--- src/rtl/gray_pkg.sv ---
// gray_pkg: shared defaults and binary/Gray conversion helpers for the Gray counter.
package gray_pkg;

    localparam int DEF_WIDTH = 4;
    localparam bit DEF_WRAP  = 1'b1;

    function automatic logic [15:0] bin2gray(input logic [15:0] b);
        return b ^ (b >> 1);
    endfunction

    function automatic logic [15:0] gray2bin(input logic [15:0] g);
        logic [15:0] b;
        b[15] = g[15];
        for (int i = 14; i >= 0; i--) b[i] = b[i+1] ^ g[i];
        return b;
    endfunction

endpackage

--- src/rtl/gray_step.sv ---
// gray_step: next binary count and boundary flag for one enabled counting step.
module gray_step
    import gray_pkg::*;
#(
    parameter int WIDTH = DEF_WIDTH,
    parameter bit WRAP  = DEF_WRAP
) (
    input  logic [WIDTH-1:0] bin,
    input  logic             up,
    input  logic             en,
    output logic [WIDTH-1:0] bin_next,
    output logic             bound
);

    logic at_edge;

    always_comb begin
        at_edge  = up ? &bin : ~|bin;
        bound    = en && at_edge;
        // A saturating counter parks at the boundary instead of wrapping.
        bin_next = !en || (at_edge && !WRAP) ? bin :
                   up ? bin + WIDTH'(1) : bin - WIDTH'(1);
    end

endmodule

--- src/rtl/gray_counter.sv ---
// gray_counter: up/down binary counter with registered Gray, binary and terminal-count outputs.
module gray_counter
    import gray_pkg::*;
#(
    parameter int WIDTH = DEF_WIDTH,
    parameter bit WRAP  = DEF_WRAP
) (
    input  logic             clk,
    input  logic             rst_n,
    input  logic             clr,
    input  logic             load,
    input  logic [WIDTH-1:0] load_val,
    input  logic             en,
    input  logic             up,
    output logic [WIDTH-1:0] gray,
    output logic [WIDTH-1:0] bin,
    output logic             tc
);

    logic [WIDTH-1:0] step_next, bin_d;
    logic             bound, tc_d;

    gray_step #(.WIDTH(WIDTH), .WRAP(WRAP)) u_step (
        .bin     (bin),
        .up      (up),
        .en      (en),
        .bin_next(step_next),
        .bound   (bound)
    );

    always_comb begin
        bin_d = clr ? '0 : load ? load_val : step_next;
        tc_d  = !clr && !load && bound;
    end

    // Gray is encoded from the next binary value so both outputs come straight from flops.
    always_ff @(posedge clk or negedge rst_n) begin
        if (!rst_n) begin
            bin  <= '0;
            gray <= '0;
            tc   <= 1'b0;
        end else begin
            bin  <= bin_d;
            gray <= WIDTH'(bin2gray(16'(bin_d)));
            tc   <= tc_d;
        end
    end

endmodule

--- config.mk ---
export PLATFORM = sky130hd
export DESIGN_NAME = gray_counter
export DESIGN_NICKNAME = d
export VERILOG_FILES = /design/src/rtl/gray_pkg.sv /design/src/rtl/gray_step.sv /design/src/rtl/gray_counter.sv
export SDC_FILE = /design/constraint.sdc
export NUM_CORES = 1
export LEC_CHECK = 0
export CAP_MARGIN = 20
export CORE_MARGIN = 8
export CORE_UTILIZATION = 25
export DETAILED_ROUTE_END_ITERATION = 8
export SETUP_SLACK_MARGIN = 0.02
export SYNTH_ARGS = -nofsm -noshare
export SYNTH_HDL_FRONTEND = slang
export SYNTH_HIERARCHICAL = 1
export SYNTH_SLANG_ARGS = --single-unit
--- constraint.sdc ---
create_clock -name clk -period 2.7 [get_ports clk]
set_input_delay 0.405 -clock clk [delete_from_list [all_inputs] [get_ports clk]]
set_output_delay 0.405 -clock clk [all_outputs]
set_load 0.02 [all_outputs]
**Word-level counts from Yosys, hierarchy flattened**

Index checks and enable logic that the tools add are counted.

- Output and inout bits: 9
- Word-level logic and storage cells: 19
- Register bits: 9
- Bits of input ports: 10

- Reductions and logical operators: 8
- Muxes and demuxes: 5
- Add/sub/neg operators: 2
- Bitwise logic cells: 1

Operators with widths:

| kind | count |
|---|---|
| 4-bit two-way mux | 4 |
| 4-bit by 1-bit adder with 4-bit output, second input constant | 1 |
| 4-bit AND reduction | 1 |
| 4-bit OR reduction | 1 |
| 4-bit by 1-bit subtractor with 4-bit output, second input constant | 1 |
| 4-bit by 3-bit bitwise XOR with 4-bit output | 1 |
| 1-bit logical AND | 3 |
| 1-bit logical NOT | 3 |
| 1-bit two-way mux | 1 |

**Logic depth before layout (Yosys ltp)**

- Word-level depth: 6
- Depth in mapped cells: 7
- Depth with buffers taken out: 7

**Cells and area by module**

The synthesis kept the hierarchy.

Modules (own cells, without submodules):

| module | seq. area each (um^2) | area each (um^2) | times used | cells each |
|---|---|---|---|---|
| gray_counter | 200.2 | 374.1 | 1 | 31 |
| gray_step | 0.0 | 216.5 | 1 | 28 |

**Worst setup path before layout**

No wires, ideal clock.

- Path kind: register to register
- Start: reg bin[0]
- End: reg gray[1]
- Cell stages (with the launch flop): 6
- Library setup time: 0.127 ns
- Data required time: 2.573 ns
- Period minus slack after synthesis: 1.713 ns
- Data arrival time: 1.586 ns
- Path slack: 0.987 ns
- Path buffers: 0
- Cells stage by stage: dfrtp_1 fa_1 xnor2_1 a21oi_1 xnor2_1 o22ai_2

- Longest elaborated chain between the ends: 6
- Elaborated cells between the ends (all ways): 7
- Those cells by class: 2 x add/sub; 4 x mux; 1 x bitwise

Ends and longest elaborated chain:

| what | RTL line | source |
|---|---|---|
| from (decl) | gray_counter.sv:16 | `output logic [WIDTH-1:0] bin,` |
| from (signal assigned) | gray_counter.sv:43 | `bin <= bin_d;` |
| 4-bit by 1-bit subtractor with 4-bit output / 4-bit by 1-bit adder with 4-bit output (equally long branches) | gray_step.sv:22 | `up ? bin + WIDTH'(1) : bin - WIDTH'(1);` |
| 4-bit two-way mux (*) | gray_step.sv:22 |  |
| 4-bit two-way mux (*) | gray_step.sv:21 | `bin_next = !en \|\| (at_edge && !WRAP) ? bin :` |
| via step_next[2] | gray_counter.sv:20 | `logic [WIDTH-1:0] step_next, bin_d;` |
| 4-bit two-way mux (*) (2 in series) | gray_counter.sv:32 | `bin_d = clr ? '0 : load ? load_val : step_next;` |
| 4-bit by 3-bit bitwise XOR with 4-bit output (*) | gray_pkg.sv:8 | `return b ^ (b >> 1);` |
| to (signal assigned) | gray_counter.sv:44 | `gray <= WIDTH'(bin2gray(16'(bin_d)));` |
| to (decl) | gray_counter.sv:15 | `output logic [WIDTH-1:0] gray,` |

Mark *: on every way through the listed nets, which the timed path passes. The rest lies on a longest branch.

**Worst setup path after layout**

- Start: in up
- End: reg gray[2]

- Longest elaborated chain between the ends: 5

Ends and longest elaborated chain:

| what | RTL line | source |
|---|---|---|
| from (decl) | gray_counter.sv:14 | `input logic up,` |
| 4-bit two-way mux | gray_step.sv:22 |  |
| 4-bit two-way mux | gray_step.sv:21 |  |
| via step_next[3] | gray_counter.sv:20 |  |
| 4-bit two-way mux (2 in series) | gray_counter.sv:32 |  |
| 4-bit by 3-bit bitwise XOR with 4-bit output | gray_pkg.sv:8 |  |

The timed path passes the listed nets, and every way through them passes these cells.

==> flow_metrics.py <==
metrics = {
    "logic_synthesis": {
        "async_flop_share_pct": 100,
        "ys_warn_count": 6,
        "synth_commonest_cells": "dfrtp_1 (8), nor2_1 (8), xnor2_1 (7)",
        "synth_top_area_share_pct": 33.9,
        "synth_cell_types": 26,
        "synthCells": 59,
        "avgSynthCellArea_um2": 10.0,
        "synthFlopType": "dfrtp_1",
        "yosys.area.top_type": "dfrtp_1",
        "yosys_register_bits": 8,
        "synth_edf_count": 0,
        "synthTopCellsByArea": "dfrtp_1 (34%), xnor2_1 (10%), mux2i_1 (8.5%), nor2_1 (5.1%), ha_1 (4.2%)",
        "synth.yosys.seq_area_share_pct": 33.9,
        "synth_area_um2": 591,
        "syn_nets": 72,
    },
    "cts": {
        "clockBufferDepth": 2,
        "cts.repair.resized": 0,
        "insertion_delay_ps": 260,
        "clock-sinks": 8,
        "cts_tree": "built",
        "cts_setup_buffers": 0,
        "path_clk_slew_ps": 60,
        "cts_buffers": 3,
        "cts.root.buffer_cell": "clkbuf_4",
        "postCtsHoldBufs": 0,
        "htreeDepth": 1,
    },
    "timing": {
        "hold_viol": 0,
        "setup_viol": 0,
        "tightest_slew_ps": 379,
        "timing.hold.ws_ps": 430,
        "slew_headroom_pct": 74.7,
        "period_share_pct": 82.5,
        "finalSetupTns_ps": 0,
        "timing.fmax_mhz": 449,
        "fin_skew_ps": 4.35,
        "rsz0062_at_grt": "false",
        "fin_crit_ps": 2230,
        "slew_violations": 0,
    },
    "layout": {
        "drive_above_1_share_pct": 7.79,
        "final_area_um2": 798,
        "nets": 92,
        "postLayoutCoreUtil_pct": 35.7,
        "diodes": 0,
        "area_delta_synth_final_pct": 35.2,
        "fin_cells": 105,
    },
    "worst_setup_path": {
        "critPathRequiredTime_ps": 2830,
        "worstPathArrival_ps": 2360,
        "critPathMaxStageDelay_ps": 560,
        "critical_path.startpoint_type": "input port",
        "cp-end-kind": "register",
        "cp_slowest_cell": "clkdlybuf4s50_1",
        "path_class": "in2reg",
        "crit_path_cell_trace": "clkdlybuf4s50_1 -> inv_1 -> ha_1 -> a21oi_1 -> a211o_1 -> o211ai_1 -> xnor2_1 -> o22ai_1",
        "crit_fanout": 7,
    },
    "placed_design": {
        "hpwl_mm": 1.13,
        "placed_cell_area_um2": 776,
        "place.gp.congestion": 0.784,
        "port_buffers": 18,
        "placedCellCount": 102,
    },
    "power": {
        "cellPowerDensity_nw_per_um2": 481,
        "irDropWorstVdd_mv": 0.272,
        "cellLeakagePower_nw": 0.325,
    },
    "global_route": {
        "grt_pass1_vias": 555,
        "grt-ovfl-total": 0,
        "track_usage_pct": 7.29,
        "grt_pass1_wl_mm": 2.37,
        "grt_antenna_before_repair": 0,
        "grt_max_degree": 11,
    },
    "floorplanning": {
        "core_area_um2": 2230,
        "rows": 17,
        "dieArea_um2": 4170,
        "ioPinCount": 19,
        "start_util_pct": 26.4,
        "die_y_um": 64.6,
        "die_w_um": 64.6,
    },
    "job": {
        "drv_cap": 0,
    },
    "drt": {
        "dr_total_vias": 503,
        "drc": 0,
        "wl_per_cell_um": 13.2,
        "ant_nets": 0,
        "avgViaCountPerCell": 4.79,
        "routed_wirelength_mm": 1.38,
        "first_pass_iters": 4,
        "first_iter_violations": 9,
    },
    "worst_hold_path": {
        "hp-class": "in2async",
    },
    "outcome": {
        "status": "complete, no violations",
    },
}
## stage by stage
stage	power, mW	worst slack, ps
after CTS	0.389	468
after detailed placement	0.294	210
after global routing	0.408	282
after floorplan	0.238	987
after global placement	0.293	218
final	0.384	474
## sequential cells by signal, indices dropped and copies added (netlist names)
register  flops
bin           4
tc            1
gray          3
## power by group
group	switching [mW]	internal, mW
combinational	0.0724	0.0760
clock	0.0423	0.0510
sequential	0.0110	0.132
total	0.126	0.259
## placed cells by master (no fill, tap or decap), drive strengths merged, types with 2 or more instances in the layout
master         instances
a21oi                  3
clkbuf                 3
clkdlybuf4s50         18
dfrtp                  8
ha                     2
inv                    2
mux2i                  5
nand2b                 2
nand3                  3
nor2                   8
o22ai                  3
xnor2                  7
## metal layers
| layer | GRT usage (%) | routed length, um | up-vias |
|---|---|---|---|
| met5 | 0 | 0 | - |
| met4 | 5.72 | 19 | 0 |
| met3 | 2.92 | 71 | 2 |
| met2 | 12.4 | 715 | 12 |
| met1 | 6.87 | 575 | 239 |
| li1 | - | - | 250 |
## logic make-up (layout without fill, tap and decap cells)
| logic type | count (synthesis) | after routing | synth area share [%] |
|---|---|---|---|
| AND/OR/NAND/NOR | 19 | 19 | 17.6 |
| multiplexers | 6 | 6 | 10.4 |
| buffers and inverters | 5 | 23 | 6.36 |
| flip-flops | 8 | 8 | 33.9 |
| XOR/XNOR | 8 | 8 | 11.9 |
| adder cells (fa/ha/maj) | 3 | 3 | 7.63 |
| AO/OA/AOI/OAI | 10 | 10 | 12.3 |
## worst paths after layout
| check | start | slack [ps] | depth (start not counted) | end |
|---|---|---|---|---|
| setup / recovery | up | 470 | 8 | gray[2]$_DFF_PN0_ |
| hold / removal | rst_n | 430 | 1 | bin[3]$_DFF_PN0_ |
| setup reg to reg | bin[2]$_DFF_PN0_ | 900 | 6 | gray[2]$_DFF_PN0_ |
| hold reg to reg | bin[0]$_DFF_PN0_ | 840 | 3 | bin[0]$_DFF_PN0_ |
| max in group asynchronous | rst_n | 2000 | 1 | gray[2]$_DFF_PN0_ |
| min in group clk | load_val[0] | 820 | 3 | bin[0]$_DFF_PN0_ |
## critical path, delay by kind of cell
family | cells | cell delay (ps)
adder cells (fa/ha/maj) | 1 | 400
XOR/XNOR | 1 | 170
buffers and inverters | 2 | 700
AO/OA/AOI/OAI | 4 | 690
## area by class of cell
cell class | count | area, um^2
Clock buffer | 3 | 22.5
Fill cell | 242 | 1440
Inverter | 2 | 7.51
Multi-Input combinational cell | 46 | 353
Sequential cell | 8 | 200
Tap cell | 28 | 35.0
Timing Repair Buffer | 18 | 180
Power figures use the tool's default switching activity.
